### config.mk
export PLATFORM = sky130hd
export DESIGN_NAME = alu_sequencer
export DESIGN_NICKNAME = d
export VERILOG_FILES = /design/src/rtl/alu_sequencer.sv
export SDC_FILE = /design/constraint.sdc
export NUM_CORES = 1
export LEC_CHECK = 0
export ABC_AREA = 1
export BUFFER_PORTS_ARGS = -buffer_cell sky130_fd_sc_hd__buf_2
export CAP_MARGIN = 20
export CORE_ASPECT_RATIO = 0.5
export CORE_UTILIZATION = 45
export CTS_CLUSTER_SIZE = 8
export DETAILED_ROUTE_END_ITERATION = 12
export PLACE_DENSITY = 0.67
export SLEW_MARGIN = 20
export SYNTH_ARGS = -nofsm -noshare
export SYNTH_HDL_FRONTEND = slang
export SYNTH_SLANG_ARGS = --single-unit
### constraint.sdc
create_clock -name clk -period 4.1 [get_ports clk]
set_input_delay 0.82 -clock clk [delete_from_list [all_inputs] [get_ports clk]]
set_output_delay 0.82 -clock clk [all_outputs]
set_load 0.02 [all_outputs]
### src/rtl/alu_sequencer.sv
// Request FIFO feeding an external ALU one operation at a time, with a single-entry response stage.
// Define ALU_SEQ_OPCHECK_EN to answer illegal opcodes with an error response instead of issuing them.
`timescale 1ns/1ps
module alu_sequencer #(
  parameter int FIFO_DEPTH = 4,
  parameter int ALU_LAT    = 2
) (
  input  logic        clk,
  input  logic        rst_n,
  input  logic        req_valid,
  output logic        req_ready,
  input  logic [31:0] req_a,
  input  logic [31:0] req_b,
  input  logic [3:0]  req_op,
  output logic [31:0] alu_a,
  output logic [31:0] alu_b,
  output logic [3:0]  alu_op,
  input  logic [31:0] alu_result,
  input  logic        alu_zero,
  output logic        rsp_valid,
  input  logic        rsp_ready,
  output logic [31:0] rsp_result,
  output logic        rsp_zero,
  output logic        rsp_err,
  output logic        busy
);

  localparam int AW = (FIFO_DEPTH > 1) ? $clog2(FIFO_DEPTH) : 1;
  localparam int CW = $clog2(ALU_LAT + 2);
  localparam logic [AW:0]   FULL_CNT = (AW + 1)'(FIFO_DEPTH);
  localparam logic [CW-1:0] LAT_CNT  = CW'(ALU_LAT);

  typedef enum logic [1:0] {
    ST_IDLE = 2'd0,
    ST_EXEC = 2'd1,
    ST_RESP = 2'd2
  } state_t;

  state_t        r_state;
  state_t        w_state_nxt;

  logic [31:0]   r_fifo_a  [FIFO_DEPTH];
  logic [31:0]   r_fifo_b  [FIFO_DEPTH];
  logic [3:0]    r_fifo_op [FIFO_DEPTH];
  logic [AW-1:0] r_wr_ptr;
  logic [AW-1:0] r_rd_ptr;
  logic [AW:0]   r_count;

  logic          w_full;
  logic          w_empty;
  logic          w_push;
  logic          w_pop;
  logic          w_issue;
  logic          w_bypass;
  logic          w_capture;
  logic          w_rsp_done;
  logic          w_head_ok;
  logic [31:0]   w_head_a;
  logic [31:0]   w_head_b;
  logic [3:0]    w_head_op;

  logic [CW-1:0] r_cnt;
  logic [31:0]   r_alu_a;
  logic [31:0]   r_alu_b;
  logic [3:0]    r_alu_op;
  logic          r_rsp_valid;
  logic [31:0]   r_rsp_result;
  logic          r_rsp_zero;

  assign w_full    = (r_count == FULL_CNT);
  assign w_empty   = (r_count == (AW + 1)'(0));
  // A push is gated by full alone, so a same-cycle pop can never make room for it.
  assign w_push    = req_valid && !w_full;
  assign w_head_a  = r_fifo_a[r_rd_ptr];
  assign w_head_b  = r_fifo_b[r_rd_ptr];
  assign w_head_op = r_fifo_op[r_rd_ptr];

`ifdef ALU_SEQ_OPCHECK_EN
  function automatic logic op_is_legal(input logic [3:0] op);
    case (op)
      4'b0000, 4'b0010, 4'b0100, 4'b0101,
      4'b0110, 4'b0111, 4'b1010: op_is_legal = 1'b1;
      default:                   op_is_legal = 1'b0;
    endcase
  endfunction

  assign w_head_ok = op_is_legal(w_head_op);
`else
  assign w_head_ok = 1'b1;
`endif

  // FIFO storage; contents are only read after being written, so no reset
  always_ff @(posedge clk) begin
    if (w_push) begin
      r_fifo_a[r_wr_ptr]  <= req_a;
      r_fifo_b[r_wr_ptr]  <= req_b;
      r_fifo_op[r_wr_ptr] <= req_op;
    end
  end

  // FIFO pointers and occupancy
  always_ff @(posedge clk or negedge rst_n) begin
    if (!rst_n) begin
      r_wr_ptr <= '0;
      r_rd_ptr <= '0;
      r_count  <= '0;
    end else begin
      if (w_push) begin
        r_wr_ptr <= r_wr_ptr + AW'(1);
      end
      if (w_pop) begin
        r_rd_ptr <= r_rd_ptr + AW'(1);
      end
      case ({w_push, w_pop})
        2'b10:   r_count <= r_count + (AW + 1)'(1);
        2'b01:   r_count <= r_count - (AW + 1)'(1);
        default: r_count <= r_count;
      endcase
    end
  end

  // FSM state register
  always_ff @(posedge clk or negedge rst_n) begin
    if (!rst_n) begin
      r_state <= ST_IDLE;
    end else begin
      r_state <= w_state_nxt;
    end
  end

  // FSM next state and control strobes
  always_comb begin
    w_state_nxt = r_state;
    w_pop       = 1'b0;
    w_issue     = 1'b0;
    w_bypass    = 1'b0;
    w_capture   = 1'b0;
    w_rsp_done  = 1'b0;
    case (r_state)
      ST_IDLE: begin
        if (!w_empty) begin
          w_pop = 1'b1;
          if (w_head_ok) begin
            w_issue     = 1'b1;
            w_state_nxt = ST_EXEC;
          end else begin
            w_bypass    = 1'b1;
            w_state_nxt = ST_RESP;
          end
        end else begin
          w_state_nxt = ST_IDLE;
        end
      end
      ST_EXEC: begin
        // r_cnt reaches ALU_LAT on the edge ALU_LAT after issue; capture on the next one.
        if (r_cnt == LAT_CNT) begin
          w_capture   = 1'b1;
          w_state_nxt = ST_RESP;
        end else begin
          w_state_nxt = ST_EXEC;
        end
      end
      ST_RESP: begin
        if (rsp_ready) begin
          w_rsp_done  = 1'b1;
          w_state_nxt = ST_IDLE;
        end else begin
          w_state_nxt = ST_RESP;
        end
      end
      default: begin
        w_state_nxt = ST_IDLE;
      end
    endcase
  end

  // ALU operand registers, loaded only on issue
  always_ff @(posedge clk or negedge rst_n) begin
    if (!rst_n) begin
      r_alu_a  <= 32'd0;
      r_alu_b  <= 32'd0;
      r_alu_op <= 4'b0000;
    end else if (w_issue) begin
      r_alu_a  <= w_head_a;
      r_alu_b  <= w_head_b;
      r_alu_op <= w_head_op;
    end
  end

  // ALU latency counter
  always_ff @(posedge clk or negedge rst_n) begin
    if (!rst_n) begin
      r_cnt <= '0;
    end else if (w_issue) begin
      r_cnt <= '0;
    end else if (r_state == ST_EXEC) begin
      r_cnt <= r_cnt + CW'(1);
    end
  end

  // Response payload and valid
  always_ff @(posedge clk or negedge rst_n) begin
    if (!rst_n) begin
      r_rsp_valid  <= 1'b0;
      r_rsp_result <= 32'd0;
      r_rsp_zero   <= 1'b0;
    end else if (w_capture) begin
      r_rsp_valid  <= 1'b1;
      r_rsp_result <= alu_result;
      r_rsp_zero   <= alu_zero;
    end else if (w_bypass) begin
      r_rsp_valid  <= 1'b1;
      r_rsp_result <= 32'd0;
      r_rsp_zero   <= 1'b1;
    end else if (w_rsp_done) begin
      r_rsp_valid  <= 1'b0;
    end
  end

`ifdef ALU_SEQ_OPCHECK_EN
  logic r_rsp_err;

  // Error flag marks responses produced without issuing to the ALU
  always_ff @(posedge clk or negedge rst_n) begin
    if (!rst_n) begin
      r_rsp_err <= 1'b0;
    end else if (w_bypass) begin
      r_rsp_err <= 1'b1;
    end else if (w_capture) begin
      r_rsp_err <= 1'b0;
    end
  end

  assign rsp_err = r_rsp_err;
`else
  assign rsp_err = 1'b0;
`endif

  assign req_ready  = !w_full;
  assign alu_a      = r_alu_a;
  assign alu_b      = r_alu_b;
  assign alu_op     = r_alu_op;
  assign rsp_valid  = r_rsp_valid;
  assign rsp_result = r_rsp_result;
  assign rsp_zero   = r_rsp_zero;
  assign busy       = (r_state != ST_IDLE) || !w_empty;

endmodule

; ---- After elaboration in Yosys (flattened, before gate mapping)
; Memories as Yosys holds them, arrays and structs flattened. A register that Yosys moved wholly into a read port is not among the register bits.
; Cells that the tools add are included.
[word_totals]
regBits = 45
ramBits = 272
output_inout_bits = 105
word_cells = 54
n_memories = 3
[memory_table]
columns = name, words, word_bits, read_ports, rd_clocked_by_memory_dff, write_ports, line
row1 = r_fifo_a, 4, 32, 1, 1, 1, 42  ; logic [31:0] r_fifo_a [FIFO_DEPTH];
row2 = r_fifo_b, 4, 32, 1, 1, 1, 43  ; logic [31:0] r_fifo_b [FIFO_DEPTH];
row3 = r_fifo_op, 4, 4, 1, 1, 1, 44  ; logic [3:0] r_fifo_op [FIFO_DEPTH];
[op_classes]
n_addsub = 5
n_eq_ne = 6
muxes = 19
reduce_logical = 13
[ops]
columns = cell, count
row1 = $mux 32, 1
row2 = $mux 1, 12
row3 = $mux 2, 4
row4 = $reduce_bool 2->1, 4
row5 = $add 2x1->2 const B, 3
row6 = $eq 2x2->1 const B, 3
row7 = $pmux 2 s3, 1
row8 = $pmux 3 s2, 1
row9 = $logic_not 1->1, 5
row10 = $eq 2x1->1 const B, 2
row11 = $add 3x1->3 const B, 1
row12 = $eq 3x3->1 const B, 1
row13 = $logic_not 3->1, 1
row14 = $sub 3x1->3 const B, 1
row15 = $logic_not 2->1, 1
row16 = $logic_and 1x1->1, 1
row17 = $logic_or 1x1->1, 1

; ---- Logic depth before layout (Yosys ltp)
[depth]
depth_word = 5
mapped_depth = 11
mapped_depth_nobuf = 10

; ---- Worst setup path after synthesis
; Ideal clock, no wire load.
[synth_timing]
path_type = in2reg
from = input port req_valid
to = memory r_fifo_a[0][0] (enable)
t_arrival_ns = 3.834
t_required_ns = 3.605
setup_slack_ns = -0.229
path_stages = 2
n_path_buf = 0
cell_sequence = nand2_1 -> nor2_1
[synth_between]
elab_chain_len = 3
[synth_lines]
columns = element, line
row1 = "start, declared", 10  ; input logic req_valid,
row2 = $logic_and 1x1->1, 73  ; assign w_push = req_valid && !w_full;
row3 = $mux 1, 94  ; if (w_push) begin
row4 = $mux 1 (implied by the code), 95  ; r_fifo_a[r_wr_ptr] <= req_a;
row5 = "end, declared", 42
; No other way between the ends.

==> results.yml <==
power:
  net-switching-power_w: 0.00570
  clock_power_share: 0.271
  power.share.switching: 0.378
  sequentialPowerShare: 0.382
  internal-power_w: 0.00938
  max-vdd-ir-drop_uv: 641
  comb_power_share: 0.347
  cellLeakagePower_nw: 9.27
  power.density_nw_per_um2: 794
timing:
  timing.clock.skew_ns: 0.0236
  hold_viol: 0
  max_clock_freq_mhz: 421
  unrepaired_setup_endpoints_after_global_routing: "no"
  worstMarginPinSlew_ns: 0.980
  setup_violating_endpoint_count_in_the_final_report: 0
  maxSlewHeadroom: 0.347
  final_min_period_over_clock_period: 0.580
  period_minus_slack_ns: 2.38
  setup_slack_after_layout_ns: 1.72
  drv_slew: 0
global_routing:
  grt_max_degree: 101
  grt_util_all_layers: 0.187
  antenna_violations_before_repair: 1
  global_route_wire_length_before_repair_um: 52700
  first_global_vias: 10100
  gr-total-overflow: 0
route:
  detail_route.wirelength_um: 33700
  wire_per_inst_um: 14.7
  number_of_routed_nets_with_antenna_violations: 0
  drcViolationCount: 0
  via_count: 10600
  initialDrtViolationCount: 733
  post_detailed_route_via_to_cell_ratio: 4.61
  pre_antenna_drt_iters: 5
status:
  run_status: "finished clean"
placed_design:
  finalWeightedCongestion: 0.712
  placement.setup.worst_slack_ns: 1.72
  buffer_ports.inserted: 208
  hpwl_um: 18100
clocking:
  clock_tree.htree_level_count: 2
  clk_transition_reported_paths_ns: 0.05
  tritoncts_num_sinks: 385
  cts.hold.buffers_added: 0
  cts_tree: "yes"
  cts.root.buffer_cell: "sky130_fd_sc_hd__clkbuf_16"
  tritoncts.num_buffers: 54
  ctsLongestPathBuffers: 3
  post-cts-setup-buffer-count: 0
  clkLatencyLatePin_ns: 0.58
  post_cts.resized_instances: 0
synth:
  synth.ff_latch_count: 385
  synth.lib_cells_used.distinct: 23
  synth-adder-area-share: 0.00596
  post_synth_and_or_nand_nor_area_fraction: 0.206
  synth_flop_cell: "sky130_fd_sc_hd__edfxtp_1"
  seq_area_frac_synth: 0.689
  synth_cells: 1572
  synth-xor-area-share: 0.00275
  synth_edf_count: 272
  total_number_of_yosys_warnings: 0
  synth_top_family_by_area: "simple AND/OR/NAND/NOR gates"
  syn_nets: 1684
  synth_async_sr_flop_share: 0.294
  synth_mux_area_frac: 0
  postSynthAreaPerCell_um2: 10.1
  area_fraction_in_compound_gates_after_synthesis: 0.00125
  synthesis.area_um2: 16000
floorplanning:
  initial_util: 0.460
  dieHeight_um: 135
  die_x_um: 268
  coreArea_um2: 34700
  core.rowCount: 48
  num_io_pins: 210
  floorplan.die_area_um2: 36300
critical_path:
  critPathArrivalTime_ns: 2.82
  critical_path_start_type: "flip-flop"
  critPathRequiredTime_ns: 4.55
  setup.worst_path.end_class: "flip-flop"
  crit_type: "flip-flop to flip-flop"
  critical_path_peak_fanout: 69
min_path:
  worstHoldPathType: "input pin to async pin"
finish:
  final_common_cell: "sky130_fd_sc_hd__nand2_1"
  final_layout_size_suffix_gt1_frac: 0.163
  finalNetCount: 1892
  fill_cells: 3025
  layout.cells.most_common_list: "626 x sky130_fd_sc_hd__nand2_1, 284 x sky130_fd_sc_hd__inv_1, 272 x sky130_fd_sc_hd__edfxtp_1"
  areaGrowthSynthToFinish_pct: 19.1
  finalCoreUtilization: 0.547
flow_run:
  cap_viol_max_count: 0
[power by group through the flow]
stage / Clock, W / Sequential, W / Combinational [W]
finish: 0.00409 / 0.00575 / 0.00523
CTS: 0.00419 / 0.00576 / 0.00530
floorplan: 0 / 0.00643 / 0.00318
detailed placement: 0 / 0.00581 / 0.00528
global route: 0.00436 / 0.00586 / 0.00589
global placement: 0 / 0.00579 / 0.00520
[sequential cells by signal, summed over array words and instances, names as in the netlist]
signal,count
r_rd_ptr,2
rsp_valid,1
r_state,2
r_cnt,2
alu_a,32
r_fifo_a,128
r_count,3
rsp_result,32
r_fifo_b,128
rsp_zero,1
alu_b,32
alu_op,4
r_wr_ptr,2
r_fifo_op,16
[kinds of logic after synthesis]
| family | after synthesis |
|---|---|
| buf+inv | 360 |
| compound gates | 4 |
| fa+ha+maj | 7 |
| flops | 385 |
| other cells | 1 |
| xor+xnor | 5 |
| simple gates | 810 |
[stage by stage]
stage          cell area (um^2)  std cells  hold WS (ns)  setup TNS, ns  total power [W]
2_1_floorplan             16000       1572         0.468         -62.26          0.00961
6_report                  19000       2298         0.407              0           0.0151
3_3_place_gp              17400       2198         0.451              0           0.0110
4_1_cts                   19000       2296         0.427              0           0.0153
3_5_place_dp              17400       2198         0.454              0           0.0111
5_1_grt                   19000       2298         0.438              0           0.0161
[final timing paths]
check | slack (ns) | start | depth (start not counted) | endpoint
worst min register to register | 0.46 | rsp_result[9] | 2 | rsp_result[9]
worst max register to register | 1.72 | r_rd_ptr[0] | 7 | alu_a[28]
worst max-delay path | 1.72 | r_rd_ptr[0] | 7 | alu_a[28]
max in group asynchronous | 2.86 | rst_n | 2 | r_rd_ptr[0]
worst min-delay path | 0.41 | rst_n | 1 | rsp_result[12]
min in group clk | 0.45 | req_op[2] | 1 | r_fifo_op[1][2]
[worst max-delay path, stage by stage (launching register included)]
cell and delay [ns]:
sky130_fd_sc_hd__dfrtp_4 0.42, sky130_fd_sc_hd__buf_4 0.60, sky130_fd_sc_hd__buf_4 0.74, sky130_fd_sc_hd__nand2_1 0.14
sky130_fd_sc_hd__nand3_1 0.11, sky130_fd_sc_hd__nand2_1 0.08, sky130_fd_sc_hd__nand2_1 0.06, sky130_fd_sc_hd__nand2_1 0.06
[layer usage]
metal / GRT usage / routed length [um]
met1: 0.243 / 14900
met2: 0.319 / 16600
met3: 0.0362 / 1680
met4: 0.0559 / 491
met5: 0 / 0
[synth_stat cells, drive strengths merged (2+ instances only)]
master  instances  area share
ha              6      0.0047
clkbuf          7      0.0016
edfxtp        272        0.51
nor2            7      0.0024
xor2            3      0.0016
xnor2           2      0.0011
nand3         174       0.055
nand2         628        0.15
o21ai           4      0.0013
dfrtp         113        0.18
buf            64       0.025
inv           289       0.068
[cell type report]
| cell class | count | area (um^2) | share of cell area |
|---|---|---|---|
| repair buffers | 223 | 1240 | 0.0652 |
| diodes | 1 | 2.50 | 0.000132 |
| well taps | 475 | 594 | 0.0313 |
| flip-flops and latches | 385 | 11000 | 0.579 |
| inverters | 289 | 1090 | 0.0573 |
| multi-input cells | 827 | 3480 | 0.183 |
| clock inverters | 4 | 71.3 | 0.00375 |
| clock buffers | 94 | 1520 | 0.0802 |
No activity file was read; power rests on OpenSTA's default activity.
